==> config.mk <==
export PLATFORM = sky130hd
export DESIGN_NAME = maj_bist_flat
export DESIGN_NICKNAME = d
export VERILOG_FILES = /design/src/rtl/maj_bist_pkg.sv /design/src/rtl/maj_bist_if.sv /design/src/rtl/maj_ref.sv /design/src/rtl/maj_bist.sv /design/src/flat_wrapper.sv
export SDC_FILE = /design/constraint.sdc
export NUM_CORES = 1
export LEC_CHECK = 0
export CAP_MARGIN = 40
export CELL_PAD_IN_SITES_DETAIL_PLACEMENT = 0
export CELL_PAD_IN_SITES_GLOBAL_PLACEMENT = 1
export CORE_UTILIZATION = 41
export DETAILED_ROUTE_END_ITERATION = 6
export GPL_TIMING_DRIVEN = 0
export PLACE_DENSITY_LB_ADDON = 0.25
export SYNTH_ARGS = -nofsm -noshare
export SYNTH_HDL_FRONTEND = slang
export SYNTH_SLANG_ARGS = --single-unit
==> constraint.sdc <==
create_clock -name clk_i -period 10.2 [get_ports clk_i]
set_input_delay 2.04 -clock clk_i [delete_from_list [all_inputs] [get_ports clk_i]]
set_output_delay 2.04 -clock clk_i [all_outputs]
set_load 0.02 [all_outputs]
==> src/rtl/maj_bist_pkg.sv <==
// Shared types and helpers for the majority-netlist BIST controller and its reference model.
package maj_bist_pkg;

  typedef enum logic [1:0] {StIdle, StSettle, StCheck, StDone} state_e;

  // Widest vector the popcount helper accepts; narrower vectors are zero-extended by callers.
  localparam int unsigned MaxN = 64;
  localparam int unsigned DefN = 33;
  localparam int unsigned CNTW = $clog2(DefN + 1);

  function automatic int unsigned popcount(input logic [MaxN-1:0] v);
    int unsigned cnt;
    cnt = 0;
    for (int i = 0; i < MaxN; i++) begin
      cnt += {31'b0, v[i]};
    end
    return cnt;
  endfunction

endpackage

==> src/rtl/maj_bist_if.sv <==
// Host/DUT-facing bundle of the BIST controller: sweep control, DUT stimulus/response, results.
interface maj_bist_if #(
  parameter int unsigned N    = 33,
  parameter int unsigned ERRW = 32
);
  logic            start;
  logic            abort;
  logic [N-1:0]    last_vec;
  logic [N-1:0]    x;
  logic            y;
  logic            busy;
  logic            done;
  logic            pass;
  logic [ERRW-1:0] err_cnt;
  logic [N-1:0]    first_fail;
  logic            first_fail_vld;

  modport master (
    output start, abort, last_vec, y,
    input  x, busy, done, pass, err_cnt, first_fail, first_fail_vld
  );

  modport slave (
    input  start, abort, last_vec, y,
    output x, busy, done, pass, err_cnt, first_fail, first_fail_vld
  );
endinterface

==> src/rtl/maj_ref.sv <==
// Combinational majority reference: ref_o = 1 when at least THRESH inputs are set.
module maj_ref
  import maj_bist_pkg::*;
#(
  parameter int unsigned N      = 33,
  parameter int unsigned THRESH = (N + 1) / 2
) (
  input  logic [N-1:0] x_i,
  output logic         ref_o
);
  localparam int unsigned CntW = $clog2(N + 1);

  logic [CntW-1:0] cnt;

  always_comb begin
    cnt   = CntW'(popcount(MaxN'(x_i)));
    ref_o = (cnt >= CntW'(THRESH));
  end
endmodule

==> src/rtl/maj_bist.sv <==
// BIST sweep controller: drives ascending vectors into a majority netlist, checks y against
// the popcount reference and records mismatch count and lowest failing vector.
module maj_bist
  import maj_bist_pkg::*;
#(
  parameter int unsigned N      = 33,
  parameter int unsigned THRESH = (N + 1) / 2,
  parameter int unsigned SETTLE = 0,
  parameter int unsigned ERRW   = 32
) (
  input logic       clk_i,
  input logic       rst_ni,
  maj_bist_if.slave bus
);
  // The wait counter runs SETTLE-1..0, giving SETTLE idle cycles before the CHECK cycle.
  localparam logic [3:0] SettleLd = (SETTLE == 0) ? 4'd0 : 4'(SETTLE - 1);
  localparam state_e     StStep   = (SETTLE == 0) ? StCheck : StSettle;

  state_e          state_q, state_d;
  logic [N-1:0]    x_q, x_d, last_q, last_d, ff_q, ff_d;
  logic [3:0]      wait_q, wait_d;
  logic [ERRW-1:0] err_q, err_d;
  logic            ffv_q, ffv_d, pass_q, pass_d;
  logic            ref_w;

  maj_ref #(.N(N), .THRESH(THRESH)) u_ref (
    .x_i   (x_q),
    .ref_o (ref_w)
  );

  always_comb begin
    state_d = state_q;
    x_d     = x_q;
    last_d  = last_q;
    wait_d  = wait_q;
    err_d   = err_q;
    ff_d    = ff_q;
    ffv_d   = ffv_q;
    unique case (state_q)
      StIdle, StDone: begin
        if (bus.start && !bus.abort) begin
          x_d     = '0;
          last_d  = bus.last_vec;
          err_d   = '0;
          ff_d    = '0;
          ffv_d   = 1'b0;
          wait_d  = SettleLd;
          state_d = StStep;
        end
      end
      StSettle: begin
        if (bus.abort) begin
          state_d = StIdle;
        end else if (wait_q == 4'd0) begin
          state_d = StCheck;
        end else begin
          wait_d = wait_q - 4'd1;
        end
      end
      StCheck: begin
        if (bus.abort) begin
          state_d = StIdle;
        end else begin
          if (bus.y != ref_w) begin
            if (err_q != '1) err_d = err_q + ERRW'(1);
            if (!ffv_q) begin
              ff_d  = x_q;
              ffv_d = 1'b1;
            end
          end
          // Terminate on equality so an all-ones last_vec never wraps x.
          if (x_q == last_q) begin
            state_d = StDone;
          end else begin
            x_d     = x_q + N'(1);
            wait_d  = SettleLd;
            state_d = StStep;
          end
        end
      end
      default: state_d = StIdle;
    endcase
    pass_d = (state_d == StDone) && (err_d == '0);
  end

  always_ff @(posedge clk_i or negedge rst_ni) begin
    if (!rst_ni) begin
      state_q <= StIdle;
      x_q     <= '0;
      last_q  <= '0;
      wait_q  <= '0;
      err_q   <= '0;
      ff_q    <= '0;
      ffv_q   <= 1'b0;
      pass_q  <= 1'b0;
    end else begin
      state_q <= state_d;
      x_q     <= x_d;
      last_q  <= last_d;
      wait_q  <= wait_d;
      err_q   <= err_d;
      ff_q    <= ff_d;
      ffv_q   <= ffv_d;
      pass_q  <= pass_d;
    end
  end

  assign bus.x              = x_q;
  assign bus.busy           = (state_q == StSettle) || (state_q == StCheck);
  assign bus.done           = (state_q == StDone);
  assign bus.pass           = pass_q;
  assign bus.err_cnt        = err_q;
  assign bus.first_fail     = ff_q;
  assign bus.first_fail_vld = ffv_q;
endmodule

==> src/flat_wrapper.sv <==
// flat-port wrapper written by rule: the top's interface ports become plain ports
module maj_bist_flat import maj_bist_pkg::*;
#(
  parameter int unsigned N      = 33,
  parameter int unsigned THRESH = (N + 1) / 2,
  parameter int unsigned SETTLE = 0,
  parameter int unsigned ERRW   = 32
)
  (clk_i, rst_ni, bus_start, bus_abort, bus_last_vec, bus_y, bus_x, bus_busy, bus_done, bus_pass, bus_err_cnt, bus_first_fail, bus_first_fail_vld);
  maj_bist_if #(.N(N), .ERRW(ERRW)) bus_i ();
  input logic clk_i;
  input logic rst_ni;
  input wire logic [$bits(bus_i.start)-1:0] bus_start;
  input wire logic [$bits(bus_i.abort)-1:0] bus_abort;
  input wire logic [$bits(bus_i.last_vec)-1:0] bus_last_vec;
  input wire logic [$bits(bus_i.y)-1:0] bus_y;
  output wire logic [$bits(bus_i.x)-1:0] bus_x;
  output wire logic [$bits(bus_i.busy)-1:0] bus_busy;
  output wire logic [$bits(bus_i.done)-1:0] bus_done;
  output wire logic [$bits(bus_i.pass)-1:0] bus_pass;
  output wire logic [$bits(bus_i.err_cnt)-1:0] bus_err_cnt;
  output wire logic [$bits(bus_i.first_fail)-1:0] bus_first_fail;
  output wire logic [$bits(bus_i.first_fail_vld)-1:0] bus_first_fail_vld;
  assign bus_i.start = bus_start;
  assign bus_i.abort = bus_abort;
  assign bus_i.last_vec = bus_last_vec;
  assign bus_i.y = bus_y;
  assign bus_x = bus_i.x;
  assign bus_busy = bus_i.busy;
  assign bus_done = bus_i.done;
  assign bus_pass = bus_i.pass;
  assign bus_err_cnt = bus_i.err_cnt;
  assign bus_first_fail = bus_i.first_fail;
  assign bus_first_fail_vld = bus_i.first_fail_vld;
  maj_bist #(.N(N), .THRESH(THRESH), .SETTLE(SETTLE), .ERRW(ERRW)) u_core (.clk_i(clk_i), .rst_ni(rst_ni), .bus(bus_i));
endmodule
======== After elaboration in Yosys (flattened, before gate mapping) ========
Cells that the tools add are included.
word-level totals
  register bits ........................... 139
  input port bits ......................... 38
  output and inout bits ................... 102
cells by class
  add/subtract/negate cells ............... 35
  order comparisons ....................... 1
  equal/unequal tests ..................... 14
  mux-type cells .......................... 29
  reductions and logical operators ........ 14
operators by type and width
  operator                                                                count
  33-bit 2-to-1 mux                                                       6
  6-bit by 1-bit adder with 6-bit output                                  27
  33-bit one-hot mux with 2 select lines                                  2
  32-bit 2-to-1 mux                                                       4
  32-bit one-hot mux with 2 select lines                                  1
  33-bit by 1-bit adder with 33-bit output (second input constant)        1
  33-bit == test                                                          1
  32-bit by 1-bit adder with 32-bit output (second input constant)        1
  32-bit zero test                                                        1
  32-bit != test (second input constant)                                  1
  4-bit 2-to-1 mux                                                        5
  4-bit one-hot mux with 3 select lines                                   1
  2-bit != test (second input constant)                                   5
  5-bit AND reduction                                                     2
  2-bit 2-to-1 mux                                                        4
  4-bit AND reduction                                                     2
  5-bit by 1-bit adder with 6-bit output                                  1
  2-bit == test (second input constant)                                   3
  6-bit by 5-bit >= comparator with 1-bit output (second input constant)  1
  2-bit one-hot mux with 3 select lines                                   1
  4-bit by 1-bit adder with 5-bit output                                  1
  3-bit by 1-bit adder with 4-bit output                                  1
  4-bit zero test                                                         1
  1-bit 2-to-1 mux                                                        4
  other kinds (14)                                                        16

======== Depth between registers and ports, before layout ========
  depth in word-level cells ............... 39
  mapped depth ............................ 25

======== Hierarchy ========
A second synthesis with hierarchy kept.
unflattened totals
  cells, all modules ...................... 866
  area, all modules ....................... 8219.1 um2
modules (own cells, without submodules)
  module    times used  cells each  area each (um2)
  maj_bist  1           772         7355.8
  maj_ref   1           94          863.3

======== Worst setup path after synthesis ========
OpenSTA, ideal clock, no wires.
  kind .................................... reg2reg
  start ................................... reg u_core.x_q[7], in the netlist u_core.bus.x[7]
  end ..................................... reg u_core.pass_q, in the netlist u_core.bus.pass
  setup time .............................. 0.096 ns
  arrival time ............................ 7.371 ns
  required time ........................... 10.104 ns
  slack ................................... 2.733 ns
  cell stages (with the launch flop) ...... 22
  path buffers ............................ 2
  path through ............................ dfrtp_1 > clkbuf_1 > inv_1 > fa_1 > fa_1 > fa_1 > fa_1 > fa_1 > fa_1 > fa_1 > fa_1 > xnor2_1 > nor4b_1 > mux2_4 > or4_4 > a21o_1 > buf_6 > o31a_1 > o22a_1 > or4_1 > or4b_1 > nor4_2
on the way
  word-level cells in the longest chain between the ends .. 33
  elaborated cells on any way between the ends .. 38
ends and longest elaborated chain
  element                                                line                RTL
  start: declaration                                     maj_bist.sv:20      logic [N-1:0] x_q, x_d, last_q, last_d, ff_q, ff_d;
  start signal: assignment                               maj_bist.sv:89      x_q <= '0;
  start signal: assignment                               maj_bist.sv:98      x_q <= x_d;
  6-bit by 1-bit adder with 6-bit output (26 in series)  maj_bist_pkg.sv:15  cnt += {31'b0, v[i]};
  6-bit by 5-bit >= comparator with 1-bit output         maj_ref.sv:17       ref_o = (cnt >= CntW'(THRESH));
  1-bit != test                                          maj_bist.sv:64      if (bus.y != ref_w) begin
  32-bit 2-to-1 mux                                      maj_bist.sv:64
  32-bit 2-to-1 mux                                      maj_bist.sv:61      if (bus.abort) begin
  32-bit one-hot mux with 2 select lines                 maj_bist.sv:39      unique case (state_q)
  named net u_core.err_d[16]                             maj_bist.sv:22      logic [ERRW-1:0] err_q, err_d;
  32-bit zero test                                       maj_bist.sv:83      pass_d = (state_d == StDone) && (err_d == '0);
  1-bit logical AND                                      maj_bist.sv:83
  named net u_core.pass_d                                maj_bist.sv:23      logic ffv_q, ffv_d, pass_q, pass_d;
  end signal: assignment                                 maj_bist.sv:104     pass_q <= pass_d;
  end: declaration                                       maj_bist.sv:23
The timed path passes the listed nets, and every way through them passes these cells.
A chain may end at the register's enable or synchronous reset.

======== Worst setup path after layout ========
Same ends and word-level chain as after synthesis.

==> impl_results.md <==
- Status: complete, no violations
- Slowest stage cell, crit path: fa_1
- Initial core utilization: 41.9%
- Hold Crit Class: flip-flop to flip-flop
- Post-cts resize count: 0
- Total routed wirelength: 22,400 um
- Max_cap viols: 0
- First-pass DRT Iterations: 5
- FF-to-FF Start: u_core.bus.x[7]
- Worst EP required: 10.53 ns
- Lkg Pwr: 4.34 nW
- I/O Buffers: 139
- Die Span Y: 140 um
- Crit path arrival time: 8.35 ns
- Dpl hpwl: 16,400 um
- Synth Net Count: 846
- R2r worst-path depth: 21
- Cells after DPL: 1,146
- CP dominant cell by count: fa_1
- Seq pwr share: 36.3%
- Critical path class: flip-flop to flip-flop
- Top Ports: 140
- Reg area: 3480 um^2
- Initial antenna violation count: 0
- Xor-xnor portion of the synthesized cell area: 7.02%
- Worst reg2reg setup slack: 2.18 ns
- Vias in the first global route: 6,305
- Fin Setup TNS: 0 ns
- Area contributors post-synth: dfrtp_1, fa_1, mux2_2, a22o_1, xor2_1
- Slew @ Worst Pin: 0.796 ns
- Core area: 18,800 um^2
- Largest family of logic cells by synthesized area: simple AND/OR/NAND/NOR gates
- Clk network pwr share: 31.6%
- Post-Synth Simple-Gate Area: 16.5%
- Clock root cell: clkbuf_16
- Rows: 50
- GRT Overall Usage: 23.8%
- Global-route wire length before repair: 35,700 um
- Register bit total from synthesis: 139
- Final Cycle Share: 78.6%
- Combinational share of power: 32.1%
- Hold Vio Cnt, Final: 0
- Area of the mapped netlist: 7860 um^2
- Sw power: 0.000718 W
- Slowest stage delay, CP: 0.57 ns
- CP Cell Sequence: clkbuf_1 -> inv_1 -> fa_1 -> fa_1 -> fa_1 -> fa_1 -> fa_1 -> fa_1 -> fa_1 -> fa_1 -> xnor2_1 -> nor4b_1 -> mux2_4 -> or4_4 -> a21o_1 -> buf_6 -> o31a_1 -> o22a_1 -> or4_1 -> or4b_1 -> nor4_2
- Ant. Diodes: 0
- Die Area: 19,700 um^2
- Max clock buf depth: 2
- Sequential area share after synthesis: 44.2%
- Peak VDD IR: 0.126 mV
- Syn avg cell area: 10.2 um^2
- Hold Path End: u_core.bus.first_fail[8]
- Vias per cell: 5.50
- Cells on Worst Hold Path: 1
- Compound-gate portion of the synthesized area: 13.2%
- Synth warnings: 0
- Hold Crit Start: u_core.bus.first_fail[8]
- Critical Path Sink Type: flip-flop
- CTS tree: built
- Fin area: 10,200 um^2
- Synth-to-Final Area Change: 29.6%
- Asr flop ratio synth: 100%
- Synth area leader: dfrtp_1
- # hold bufs at CTS: 0
- Final cell count without fillers: 1,178
- Sink Count: 139
- Crit path max-delay family: adder cells
- Area post-placement: 9600 um^2
- Reg2Reg Capture Point: u_core.bus.pass
- Multi-input logic area: 3990 um^2
- Slew Limit Fails: 0
- Final min period: 8.02 ns
- Share of the synthesized area in the top cell type: 44.2%
- Share of cells above drive strength 1: 10.2%
- DR vias: 6,478
- Post-synth EDFFs: 0
- Drt wl/cell: 19.0 um
- Worst setup SP type: flip-flop
- Fin util: 54.3%
- Cells after synthesis: 770
- Int Pwr: 0.00128 W
- Max Clock Freq: 125 MHz
- Slew headroom: 46.9%
- Final setup viols: 0
- Clock transition at path regs: 0.06 ns
- Crit-path max FO: 9
- Synth Area in Adders: 8.43%
- NumNets Final: 1,007
- Power per cell area: 196 nW/um^2
- # H-tree levels: 4
- Drt drc: 0
- Setup repair bufs after CTS: 0
- Multiplexer area fraction after synthesis: 5.51%
- Ys flop type: dfrtp_1
- GRT overflow: 0
- Initial DRC Count: 468
- Fillcell total: 1,714
- Setup Skew: 0.00812 ns
- CTS Buf Count: 17
- Switching Fraction: 36.0%
- Final Wtd Congestion: 0.851
- Overall Power: 0.00199 W
- Worst path buffer plus inverter count: 3
- Die span in x: 140 um
- RSZ-0062 raised after global routing: false
- Clock latency on the worst-skew pair: 0.43 ns
- Pin count of the biggest net entering global routing: 71
- Synth cell types: 69
- Antenna-violating nets left: 0
==> routing by layer <==
metal  vias up  GRT usage [%]  wire length, um
met5         -              0                0
li1       3083              -                -
met1      3186           35.4            11000
met4         0           7.09              342
met2       182           35.4             9950
met3        27           3.90             1070
==> worst max path at each step <==
stage	start	to	slack (ns)	cells past startpoint
2_1_floorplan	u_core.bus.x[7]	u_core.bus.pass	2.73	21
4_1_cts	u_core.bus.x[7]	u_core.bus.pass	2.12	21
5_1_grt	u_core.bus.x[0]	u_core.bus.pass	1.72	21
3_3_place_gp	rst_ni	u_core.last_q[12]	1.25	1
6_report	u_core.bus.x[7]	u_core.bus.pass	2.18	21
3_5_place_dp	u_core.bus.x[7]	u_core.bus.pass	2.19	21
==> power groups by stage <==
stage               combinational, W  sequential, W  clock, W
global placement            0.000628       0.000729         0
finish                      0.000639       0.000724  0.000630
floorplan                   0.000388       0.000737         0
global route                0.000703       0.000738  0.000664
detailed placement          0.000638       0.000733         0
CTS                         0.000643       0.000723  0.000639
==> worst register-to-register path, delay by kind of cell, from the launching register on <==
family          cells  cell delay (ns)
simple gates        5             1.98
fa+ha+maj           8             3.91
xor+xnor            1             0.24
compound gates      3             0.65
mux                 1             0.28
buf+inv             3             0.52
flops               1             0.35
==> logic make-up after synthesis <==
logic type,count (synthesis)
and+or+nand+nor,246
buffers and inverters,101
DFF,139
AOI/OAI and AO/OA,145
muxes,38
xor gates and xnor gates,63
adders and majority gates,38
==> sequential cells by signal (all words and copies together) (netlist names) <==
name,cells
u_core.bus.err_cnt,32
u_core.bus.first_fail,33
u_core.bus.first_fail_vld,1
u_core.bus.pass,1
u_core.bus.x,33
u_core.last_q,33
u_core.state_q,2
u_core.wait_q,4
==> Yosys cell counts (6+ instances only) <==
cell and n:
nand4_1 17, or4_1 12, or3_1 10, a21oi_1 25, inv_1 61, xor2_1 32
and3_1 7, clkbuf_1 31, mux2_2 34, buf_2 6, xnor2_1 31, dfrtp_1 139
and4_1 7, nand3_1 25, ha_1 13, a22o_1 33, nor3_1 17, nor4_1 17
nand2_1 57, fa_1 25, nor2_1 55, a31oi_1 17, o21ai_0 20
==> area by class of cell <==
cell class              count  share of cell area [%]
repair buffers            142                    14.1
inverters                  62                    2.28
flip-flops and latches    139                    34.1
plain buffers              39                    1.66
clock inverters            11                    1.31
well taps                 234                    2.87
multi-input cells         530                    39.1
clock buffers              21                    4.52
==> metrics by stage <==
| stage | hold WS, ns | setup slack (ns) |
|---|---|---|
| 6_report | 0.504 | 2.18 |
| 5_1_grt | 0.519 | 1.72 |
| 4_1_cts | 0.507 | 2.12 |
| 3_5_place_dp | 0.491 | 2.19 |
| 3_3_place_gp | 0.489 | 1.25 |
| 2_1_floorplan | 0.500 | 2.73 |
==> placed cells by master (no fill, tap or decap), types with 3 or more instances in the layout <==
cell / instances
a21o_1: 5
a21oi_1: 25
a22o_1: 33
a31o_2: 5
a31oi_1: 17
a41oi_1: 4
and3_1: 7
and4_1: 7
buf_2: 6
buf_6: 3
clkbuf_1: 33
clkbuf_16: 17
clkdlybuf4s50_1: 138
clkinv_4: 3
dfrtp_1: 139
fa_1: 25
ha_1: 13
inv_1: 61
inv_6: 4
mux2_2: 34
nand2_1: 57
nand3_1: 25
nand4_1: 17
nor2_1: 55
nor3_1: 16
nor4_1: 17
o211ai_1: 5
o21ai_0: 20
o31ai_1: 5
o41ai_1: 3
or2_2: 3
or3_1: 10
or4_1: 12
xnor2_1: 31
xor2_1: 32
Note: power is estimated with default switching activity, not from simulation.
